===== src/rtl/lamp_sequence_monitor.sv =====
// Receive-side checker for the one-hot traffic-lamp code bus: checks the
// green -> yellow -> red order and per-phase dwell, and counts completed cycles.
module lamp_sequence_monitor #(
   parameter int unsigned MIN_DWELL = 1,
   parameter int unsigned MAX_DWELL = 1,
   parameter int unsigned CNT_W     = 8
) (
   input  logic             clk,
   input  logic             rst,
   input  logic [2:0]       light,
   input  logic             clr,
   output logic             in_sync,
   output logic             err,
   output logic [1:0]       err_code,
   output logic [1:0]       phase,
   output logic [CNT_W-1:0] cycle_cnt
);

   typedef enum logic [1:0] {SYNC, TRACK, FAULT} state_t;

   localparam logic [1:0] PH_NONE   = 2'b00;
   localparam logic [1:0] PH_GREEN  = 2'b01;
   localparam logic [1:0] PH_YELLOW = 2'b10;
   localparam logic [1:0] PH_RED    = 2'b11;

   localparam logic [1:0] ERR_NONE    = 2'b00;
   localparam logic [1:0] ERR_ILLEGAL = 2'b01;
   localparam logic [1:0] ERR_ORDER   = 2'b10;
   localparam logic [1:0] ERR_DWELL   = 2'b11;

   localparam logic [CNT_W-1:0] DW_ONE = CNT_W'(1);
   localparam logic [CNT_W-1:0] DW_MIN = CNT_W'(MIN_DWELL);
   localparam logic [CNT_W-1:0] DW_MAX = CNT_W'(MAX_DWELL);
   localparam logic [CNT_W-1:0] SAT    = '1;

   state_t           state;
   logic [CNT_W-1:0] dwell;
   logic             first;

   logic [1:0] light_ph;
   logic [1:0] succ;
   logic       legal;
   logic       fault;
   logic [1:0] fault_code;
   logic       accept;

   // Decode the lamp code and the legal successor of the current phase
   always_comb begin
      light_ph = PH_NONE;
      unique case (light)
         3'b010:  light_ph = PH_GREEN;
         3'b001:  light_ph = PH_YELLOW;
         3'b100:  light_ph = PH_RED;
         default: light_ph = PH_NONE;
      endcase
      legal = (light_ph != PH_NONE);

      succ = PH_NONE;
      unique case (phase)
         PH_GREEN:  succ = PH_YELLOW;
         PH_YELLOW: succ = PH_RED;
         PH_RED:    succ = PH_GREEN;
         default:   succ = PH_NONE;
      endcase
   end

   // Tracking verdict; checks ordered so illegal beats bad order beats dwell
   always_comb begin
      fault      = 1'b0;
      fault_code = ERR_NONE;
      accept     = 1'b0;
      if (!legal) begin
         fault      = 1'b1;
         fault_code = ERR_ILLEGAL;
      end else if (light_ph == phase) begin
         if (dwell == DW_MAX) begin
            fault      = 1'b1;
            fault_code = ERR_DWELL;
         end
      end else if (light_ph != succ) begin
         fault      = 1'b1;
         fault_code = ERR_ORDER;
      end else if (!first && (dwell < DW_MIN)) begin
         // The phase seen at lock may have started before we looked
         fault      = 1'b1;
         fault_code = ERR_DWELL;
      end else begin
         accept = 1'b1;
      end
   end

   always_ff @(posedge clk) begin
      if (rst) begin
         state     <= SYNC;
         in_sync   <= 1'b0;
         err       <= 1'b0;
         err_code  <= ERR_NONE;
         phase     <= PH_NONE;
         cycle_cnt <= '0;
         dwell     <= '0;
         first     <= 1'b0;
      end else if (clr) begin
         state    <= SYNC;
         in_sync  <= 1'b0;
         err      <= 1'b0;
         err_code <= ERR_NONE;
         phase    <= PH_NONE;
         dwell    <= '0;
         first    <= 1'b0;
      end else begin
         unique case (state)
            SYNC: begin
               if (legal) begin
                  state   <= TRACK;
                  in_sync <= 1'b1;
                  phase   <= light_ph;
                  dwell   <= DW_ONE;
                  first   <= 1'b1;
               end
            end
            TRACK: begin
               if (fault) begin
                  state    <= FAULT;
                  in_sync  <= 1'b0;
                  err      <= 1'b1;
                  err_code <= fault_code;
               end else if (accept) begin
                  phase <= light_ph;
                  dwell <= DW_ONE;
                  first <= 1'b0;
                  if ((phase == PH_RED) && (cycle_cnt != SAT))
                     cycle_cnt <= cycle_cnt + CNT_W'(1);
               end else if (dwell != SAT) begin
                  dwell <= dwell + CNT_W'(1);
               end
            end
            FAULT: begin
               state <= FAULT;
            end
            default: begin
               state <= SYNC;
            end
         endcase
      end
   end

endmodule


===== config.mk =====
export PLATFORM = sky130hd
export DESIGN_NAME = lamp_sequence_monitor
export DESIGN_NICKNAME = d
export VERILOG_FILES = /design/src/rtl/lamp_sequence_monitor.sv
export SDC_FILE = /design/constraint.sdc
export NUM_CORES = 1
export LEC_CHECK = 0
export ABC_AREA = 1
export CORE_ASPECT_RATIO = 1.1
export CORE_UTILIZATION = 55
export DETAILED_ROUTE_END_ITERATION = 12
export GPL_ROUTABILITY_DRIVEN = 0
export PLACE_DENSITY = 0.86
export SLEW_MARGIN = 0
export SYNTH_ARGS = -nofsm -noshare
export SYNTH_HDL_FRONTEND = slang
export SYNTH_SLANG_ARGS = --single-unit
export TNS_END_PERCENT = 10

===== constraint.sdc =====
create_clock -name clk -period 2.5 [get_ports clk]
set_clock_uncertainty 0.15 [all_clocks]
set_input_delay 0.375 -clock clk [delete_from_list [all_inputs] [get_ports clk]]
set_output_delay 0.375 -clock clk [all_outputs]
set_load 0.02 [all_outputs]

; Yosys cells after proc, flatten, opt, wreduce, memory -nomap -nowiden
; Index checks and enable logic that the tools add are counted.
[totals]
register_bits = 25
inputBits = 6
word_cells = 78
out_inout_bits = 14
[op_classes]
n_mux = 34
magnitude_cmp = 1
n_eq_ne = 18
reduce_logical = 13
addsub = 2
bitwise = 2
[ops]
columns = operator, n
row1 = $mux W8, 4
row2 = $mux W2, 10
row3 = $pmux W2 S3, 3
row4 = $add A8 B1 Y8 const B, 2
row5 = $ne A8 B8 Y1 const B, 2
row6 = $pmux W8 S2, 1
row7 = $mux W1, 13
row8 = $eq A8 B1 Y1 const B, 1
row9 = $lt A8 B1 Y1 const B, 1
row10 = $ne A2 B2 Y1 const B, 4
row11 = $reduce_and A4 Y1, 2
row12 = $eq A2 B2 Y1 const B, 3
row13 = $reduce_and A5 Y1, 1
row14 = $eq A2 B1 Y1 const B, 2
row15 = $pmux W1 S2, 2
row16 = $pmux W2 S2, 1
row17 = $reduce_and A2 Y1, 2
row18 = $reduce_bool A2 Y1, 2
row19 = $eq A3 B1 Y1 const B, 1
row20 = $eq A3 B2 Y1 const B, 1
row21 = $eq A3 B3 Y1 const B, 1
row22 = $ne A3 B3 Y1 const B, 1
row23 = $reduce_and A3 Y1, 1
row24 = $eq A2 B2 Y1, 1
row25 = 6 further kinds, 8

; Longest topological paths before layout
; Gate-level depths: netlist of run 1.
[logic_depth]
ltp_word = 9
mapped_depth = 15
depth_no_buf = 15

; Least setup slack after synthesis of run 1
; Ideal clock, no wire load.
[synth_path]
kind = reg-to-reg
startpoint = reg phase[0]
endpoint = reg dwell[0]
path_slack_ns = 0.509
required_ns = 2.237
period_less_slack_ns = 1.991
setup_time_ns = 0.113
arrival_time_ns = 1.728
path_stages_with_launch = 13
n_path_buf = 1
cell_sequence = dfxtp_1 inv_1 ha_1 nand3_1 nand2_4 nand3_4 nand2_2 nand2_4 nand2_4 buf_6 nand3_1 o21ai_1 nor2_1
[synth_between]
elab_chain_cells = 9
word_cells_on_any_way = 18
cone_classes = eq/ne (7) / mux (10) / reduce/logical (1)
[synth_rtl]
columns = element, line_no
row1 = start: declaration, 15  ; output logic [1:0] phase,
row2 = start signal: assignment, 116  ; phase <= light_ph;
row3 = start signal: assignment, 128  ; phase <= light_ph;
row4 = $eq A2 B2 Y1 or $eq A2 B1 Y1 (tied branches), 59  ; unique case (phase)
row5 = $pmux W2 S3, 59
row6 = $ne A2 B2 Y1, 80  ; end else if (light_ph != succ) begin
row7 = $mux W1, 80
row8 = $mux W1, 75  ; end else if (light_ph == phase) begin
row9 = $mux W1, 72  ; if (!legal) begin
row10 = $mux W8, 127  ; end else if (accept) begin
row11 = $mux W8, 122  ; if (fault) begin
row12 = $pmux W8 S2, 111  ; unique case (state)
row13 = end signal: assignment, 134  ; dwell <= dwell + CNT_W'(1);
row14 = end: declaration, 37  ; logic [CNT_W-1:0] dwell;
; Several ways; a longest one is shown, not always the timed one. The select of a mux whose other input is x is not followed.
; A chain may end at the register's enable or synchronous reset.

; Worst setup path in the final report of run 1
[layout_path]
startpoint = in light[0]
endpoint = reg cycle_cnt[2]
[layout_between]
elab_chain_cells = 8
word_cells_on_any_way = 15
cone_classes = eq/ne (5) / mux (7) / bitwise (1) / reduce/logical (2)
[layout_rtl]
columns = element, line_no
row1 = start: declaration, 10  ; input logic [2:0] light,
row2 = $eq A3 B3 Y1 (tied with other cells), 50  ; unique case (light)
row3 = $pmux W2 S3 *, 50
row4 = $ne A2 B2 Y1, 80
row5 = $mux W1, 80
row6 = $mux W1, 75
row7 = $mux W1, 72
row8 = $not A1 Y1 (no source line), -
row9 = $reduce_and A5 Y1 (no source line) *, -
row10 = end signal: assignment, 132  ; cycle_cnt <= cycle_cnt + CNT_W'(1);
row11 = end: declaration, 16  ; output logic [CNT_W-1:0] cycle_cnt
; Every way passes the cells marked *; elsewhere a longest branch is shown, timed or not.

==> metrics, run 1 <==
part of the total power dissipated in sequential elements 46.9%; clock tree from TritonCTS yes; Starting DRT DRC Count 74; count of inserted antenna diode cells 0; delay-heaviest family, CP simple AND/OR/NAND/NOR gates; most common cell after layout, fill and taps aside sky130_fd_sc_hd__nand2_1; overall die width 54.96 microns; clock power share 20.2%; element type at the critical path start input pin; cell types with the largest area share after synthesis sky130_fd_sc_hd__dfxtp_1, sky130_fd_sc_hd__nand2_1, sky130_fd_sc_hd__inv_1; Remaining Overflow, GRT 0; sequential fraction of the synthesis area 29.50%; Design Area, Final 0.001937 sq mm; maximum resistive drop on vdd 0.0003414 V; die outline area 0.003311 sq mm; number of buffers added on ports 19; post-route DRC violation count 0; accumulated negative setup slack 0 ps; unrepaired setup endpoints after global routing no; count of pins over their slew limit 0; fraction of final layout cells with drive strength greater than 1 17.62%; critical-path cell with the highest stage delay sky130_fd_sc_hd__clkdlybuf4s50_1; antenna violations before repair 0; net switching power figure 0.0003338 W; Seq cells post-synth 25; area occupied by registers 500.5 sq um; period utilization 84.93%; class of the most critical setup path in2reg; clock root buffer sky130_fd_sc_hd__clkbuf_4; critical path buffer and inverter count 2; min-delay worst type reg2reg; fraction of post-synthesis cell area in the top cell type by area 29.50%; average cell area after synthesis 7.069 sq um; H-tree depth 1; Synth Cell Area 0.001697 sq mm; cell area reported after detailed placement 0.001909 sq mm; number of global-route vias before repair 1391; Switching Share 36.56%; routed length on met2 1.520 mm; number of nets in the finished design 276; number of vias per cell after detailed routing 5.313; Clock Pin Slew Worst Setup and Hold Paths 140 ps; combined area of the multi-input logic cells 0.001027 sq mm; Worst-Skew Late Latency 320 ps; uppermost layer routed met4; area leader, netlist sky130_fd_sc_hd__dfxtp_1; number of primary I/O pins 20; Critical Path RT 2580 ps; clock net sink count 25; first-pass iteration count of the detailed router 4; DRT met1 WL 1.571 mm; number of buffers created by CTS 3; number of filler cells placed in the layout 250; Resized cells post-CTS 0; number of nets still failing antenna checks after routing 0; highest-count cells in the layout ignoring fill and taps sky130_fd_sc_hd__nand2_1, sky130_fd_sc_hd__inv_1, sky130_fd_sc_hd__dfxtp_1; max-capacitance violation count 0; actual transition at the worst max-transition pin 411.8 ps; Worst slew margin 72.33%; number of failing hold endpoints at the final stage 0; Peak Freq 471.0 MHz; height of the die 60.25 microns; clock tree buffer depth 2; cell-by-cell listing of the critical path clkdlybuf4s50_1 -> o21ai_2 -> nand2_2 -> nand2_1 -> nand2_2 -> nand2_4 -> nand2_2 -> nor2_4 -> nand3_2 -> inv_1 -> nand3_1 -> nand2_1 -> a21oi_1; outcome finished, final reports clean; HPWL after detailed placement 2.611 mm; post-synthesis instance total 240; delay of the slowest critical-path stage 510 ps; most frequent cell on the critical path sky130_fd_sc_hd__nand2_2; number of buffers inserted to repair setup after CTS 0; Initial Util 59.47%; global-route wire length before repair 5.740 mm; category of the worst setup path capture point flop; Post-Synthesis Net Count 254; synth-to-layout area growth 14.16%; routed vias 1562; power density normalized to cell area 471.4 mW/mm^2; Comb power frac 32.9%; global-route total usage across every layer 23.70%; average routed wire per standard cell 11.39 microns; count of endpoints failing setup in the final report 0; count of hold-fix buffers inserted at cts 0; leakage power 0.7962 nW; CP arrival 2210 ps; Synth warnings 0; std cell rows 20; maximum number of pins on one net before global-route repair 15; number of unique standard cell types used by synthesis 28; Crit Path Max Fanout 6; detailed-routed wire length on met3 166 microns; core area 0.002853 sq mm; total routed wirelength 3.349 mm; cell-internal power 0.0005793 W; clock period minus worst slack 2123 ps
-- final timing paths --
kind,startpoint,cells past startpoint,to,slack [ps]
worst max register to register,phase[0],11,cycle_cnt[2],420
worst min register to register,first,2,first,310
worst min-delay path,first,2,first,310
worst max-delay path,light[0],13,cycle_cnt[2],380
-- Yosys cell counts, drive strengths merged --
cell type,number
inv,36
o21ai,10
nand2,63
clkbuf,1
ha,8
nand4,8
nand3,21
dfxtp,25
nand3b,2
xor2,4
xnor2,2
buf,3
a21oi,20
or2,1
nor2,26
nor3,10
-- per-layer routing --
metal	vias to the layer above	global-route usage, %
li1	817	-
met1	682	29.82
met4	0	9.286
met5	-	0
met3	13	2.290
met2	50	40.45
-- registers in the layout (all words and copies together), names as in the netlist --
signal / flops
in_sync: 1
err_code: 2
err: 1
cycle_cnt: 8
state: 2
first: 1
phase: 2
dwell: 8
-- through the flow --
stage	utilization [%]	cells	hold WS [ps]	worst slack, ps	total power [W]
2_1_floorplan	-	240	268.8	508.8	0.0006727
3_3_place_gp	66.93	290	282.6	117.8	0.0007286
3_5_place_dp	66.93	290	291.9	2.989	0.0007351
4_1_cts	67.89	294	315.2	360.6	0.0009256
5_1_grt	67.89	294	341.0	212.6	0.0009780
6_report	67.89	294	312.8	376.9	0.0009131
-- final cells by class --
class                   instances  area share, %
repair buffers                 21          10.59
clock buffers                   3          1.163
multi-input cells             175          53.04
flip-flops and latches         25          25.84
well taps                      33          2.132
clock inverters                 1         0.2584
inverters                      36          6.977
-- power groups by stage --
stage | clock, W | sequential (W) | combinational (W)
6_report | 0.000185 | 0.000428 | 0.000300
5_1_grt | 0.000210 | 0.000431 | 0.000337
4_1_cts | 0.000197 | 0.000429 | 0.000300
3_5_place_dp | 0 | 0.000437 | 0.000298
3_3_place_gp | 0 | 0.000436 | 0.000292
2_1_floorplan | 0 | 0.000443 | 0.000230
-- logic make-up after synthesis --
family	synth area share [%]
and+or+nand+nor	41.37
xor gates and xnor gates	3.097
buffers and inverters	9.956
DFF	29.50
adders and majority gates	5.900
AOI/OAI and AO/OA	10.18
-- worst register-to-register path, cell delays in order (launching register included) --
cell and delay, ps:
sky130_fd_sc_hd__dfxtp_1 410, sky130_fd_sc_hd__inv_1 110, sky130_fd_sc_hd__ha_1 310, sky130_fd_sc_hd__nand3_1 130
sky130_fd_sc_hd__nand2_4 110, sky130_fd_sc_hd__nand3_4 90, sky130_fd_sc_hd__nor2_4 140, sky130_fd_sc_hd__nand3_2 120
sky130_fd_sc_hd__inv_1 180, sky130_fd_sc_hd__nand3_1 100, sky130_fd_sc_hd__nand2_1 90, sky130_fd_sc_hd__a21oi_1 40
No activity file was read; power rests on OpenSTA's default activity.
==> run 2: changes to the inputs <==
Clock period 2.5 ns to 1.98 ns, I/O delays scaled along.
==> run 2 against run 1 <==
  * Clock power increased by 32%
  * Setup slack lost 310 ps
  * Core utilization is 7.3 points higher
  * Sequential share of layout area fell by 1.9 points
  * Critical path depth down 2
  * Design area increased by 11%
  * Total power grew 35%
  * Wire length is 12% higher
  * Sequential power up 27%
  * Final cell count is 4.8% higher
  * Critical path type is now reg2reg
  * Highest routed layer unchanged
==> metrics, run 2 (same netlist as run 1, synthesis figures left out) <==
element type at the critical path start flop; synth-to-layout area growth 26.40%; Min Hold Slack 315.7 ps; average routed wire per standard cell 12.20 microns; std cell rows 20; number of nets in the finished design 290; global-route total usage across every layer 24.63%; overall power consumption 0.001235 W; die outline area 0.003311 sq mm; post-route DRC violation count 0; highest-count cells in the layout ignoring fill and taps sky130_fd_sc_hd__nand2_1, sky130_fd_sc_hd__inv_1, sky130_fd_sc_hd__dfxtp_1; worst slack, placed -368.1 ps; first-pass iteration count of the detailed router 5; H-tree depth 1; Switching Share 37.41%; Crit Path Max Fanout 5; uppermost layer routed met4; category of the worst setup path capture point flop; total routed wirelength 3.757 mm; cell area reported after detailed placement 0.002008 sq mm; detailed-routed wire length on met3 168 microns; most frequent cell on the critical path sky130_fd_sc_hd__nand2_2; critical-path cell with the highest stage delay sky130_fd_sc_hd__dfxtp_4; CP arrival 2010 ps; routed vias 1644; worst setup margin 65.49 ps; count of inserted antenna diode cells 0; Comb power frac 36.4%; number of buffers added on ports 19; number of vias per cell after detailed routing 5.338; fraction of final layout cells with drive strength greater than 1 28.36%; cell-internal power 0.0007730 W; Starting DRT DRC Count 37; Worst-Skew Late Latency 330 ps; DRT met1 WL 1.719 mm; number of buffers created by CTS 3; overall die width 54.96 microns; accumulated negative setup slack 0 ps; net switching power figure 0.0004620 W; Remaining Overflow, GRT 0; actual transition at the worst max-transition pin 381.9 ps; clock tree from TritonCTS yes; cell-by-cell listing of the critical path ha_2 -> nor2_2 -> nand3b_1 -> nand2_2 -> nand2_1 -> nor2_1 -> nand2_2 -> nand2_2 -> nand2_2 -> o21ai_0 -> a21oi_1; period utilization 96.69%; Critical Path RT 2070 ps; height of the die 60.25 microns; max-capacitance violation count 0; routed length on met2 1.823 mm; count of endpoints failing setup in the final report 0; outcome finished, final reports clean; Initial Util 59.47%; count of hold-fix buffers inserted at cts 0; delay of the slowest critical-path stage 400 ps; biggest regs cycle_cnt (8), dwell (8); number of global-route vias before repair 1459; Worst slew margin 74.34%; global-route wire length before repair 5.982 mm; number of nets still failing antenna checks after routing 0; Reg2Reg Setup Slack 70 ps; power density normalized to cell area 575.8 mW/mm^2; clock root buffer sky130_fd_sc_hd__clkbuf_4; core area 0.002853 sq mm; most common cell after layout, fill and taps aside sky130_fd_sc_hd__nand2_1; Design Area, Final 0.002145 sq mm; antenna violations before repair 0; count of pins over their slew limit 0; Clock Pin Slew Worst Setup and Hold Paths 150 ps; clock power share 19.7%; number of failing hold endpoints at the final stage 0; maximum resistive drop on vdd 0.0004649 V; maximum number of pins on one net before global-route repair 15; leakage power 0.8944 nW; clock tree buffer depth 2; clock period minus worst slack 1915 ps; clock net sink count 25; part of the total power dissipated in sequential elements 43.9%; class of the most critical setup path reg2reg; min-delay worst type reg2reg; HPWL after detailed placement 2.829 mm; Peak Freq 522.3 MHz; number of primary I/O pins 20
run 2: what timing repair did:
item	4_1_cts	5_1_grt
buffers inserted	0	1
endpoints found under the setup margin	7	22
cloned	0	0
gates resized for setup	3	26
pin swaps	1	2
run 2: cell type report:
type                       count  area, sq um
fill                         200        708.2
tap                           33        41.29
multi-input combinational    175         1107
clock buffer                   3        22.52
inverter                      36        137.6
timing repair buffer          35        317.8
sequential                    25        513.0
clock inverter                 1        5.005
run 2: power by group through the flow:
stage          clock network [W]  logic (W)  registers (W)
6_report                0.000244   0.000450       0.000542
5_1_grt                 0.000274   0.000492       0.000545
4_1_cts                 0.000248   0.000414       0.000541
3_5_place_dp                   0   0.000413       0.000552
3_3_place_gp                   0   0.000403       0.000551
2_1_floorplan                  0   0.000291       0.000559
run 2: worst paths after layout:
path,start,cells past startpoint,to
worst max-delay path,phase[1],11,phase[1]
worst min-delay path,err,2,err
worst max register to register,phase[1],11,phase[1]
worst min register to register,err,2,err
run 2: worst max-delay path: cells and delay by family (launching register included):
family	cells	cell delay [ps]
simple gates	8	810
flops	1	400
compound gates	2	250
fa+ha+maj	1	210
run 2: metal layers:
layer	up-vias	global-route usage (%)
li1	844	-
met1	750	30.90
met2	45	41.48
met3	5	4.580
met4	0	7.857
met5	-	0
run 2: stage by stage:
stage,std cells,util [%]
after floorplan,240,-
after global placement,303,70.39
after detailed placement,303,70.39
after CTS,307,71.49
after global routing,308,75.18
final,308,75.18
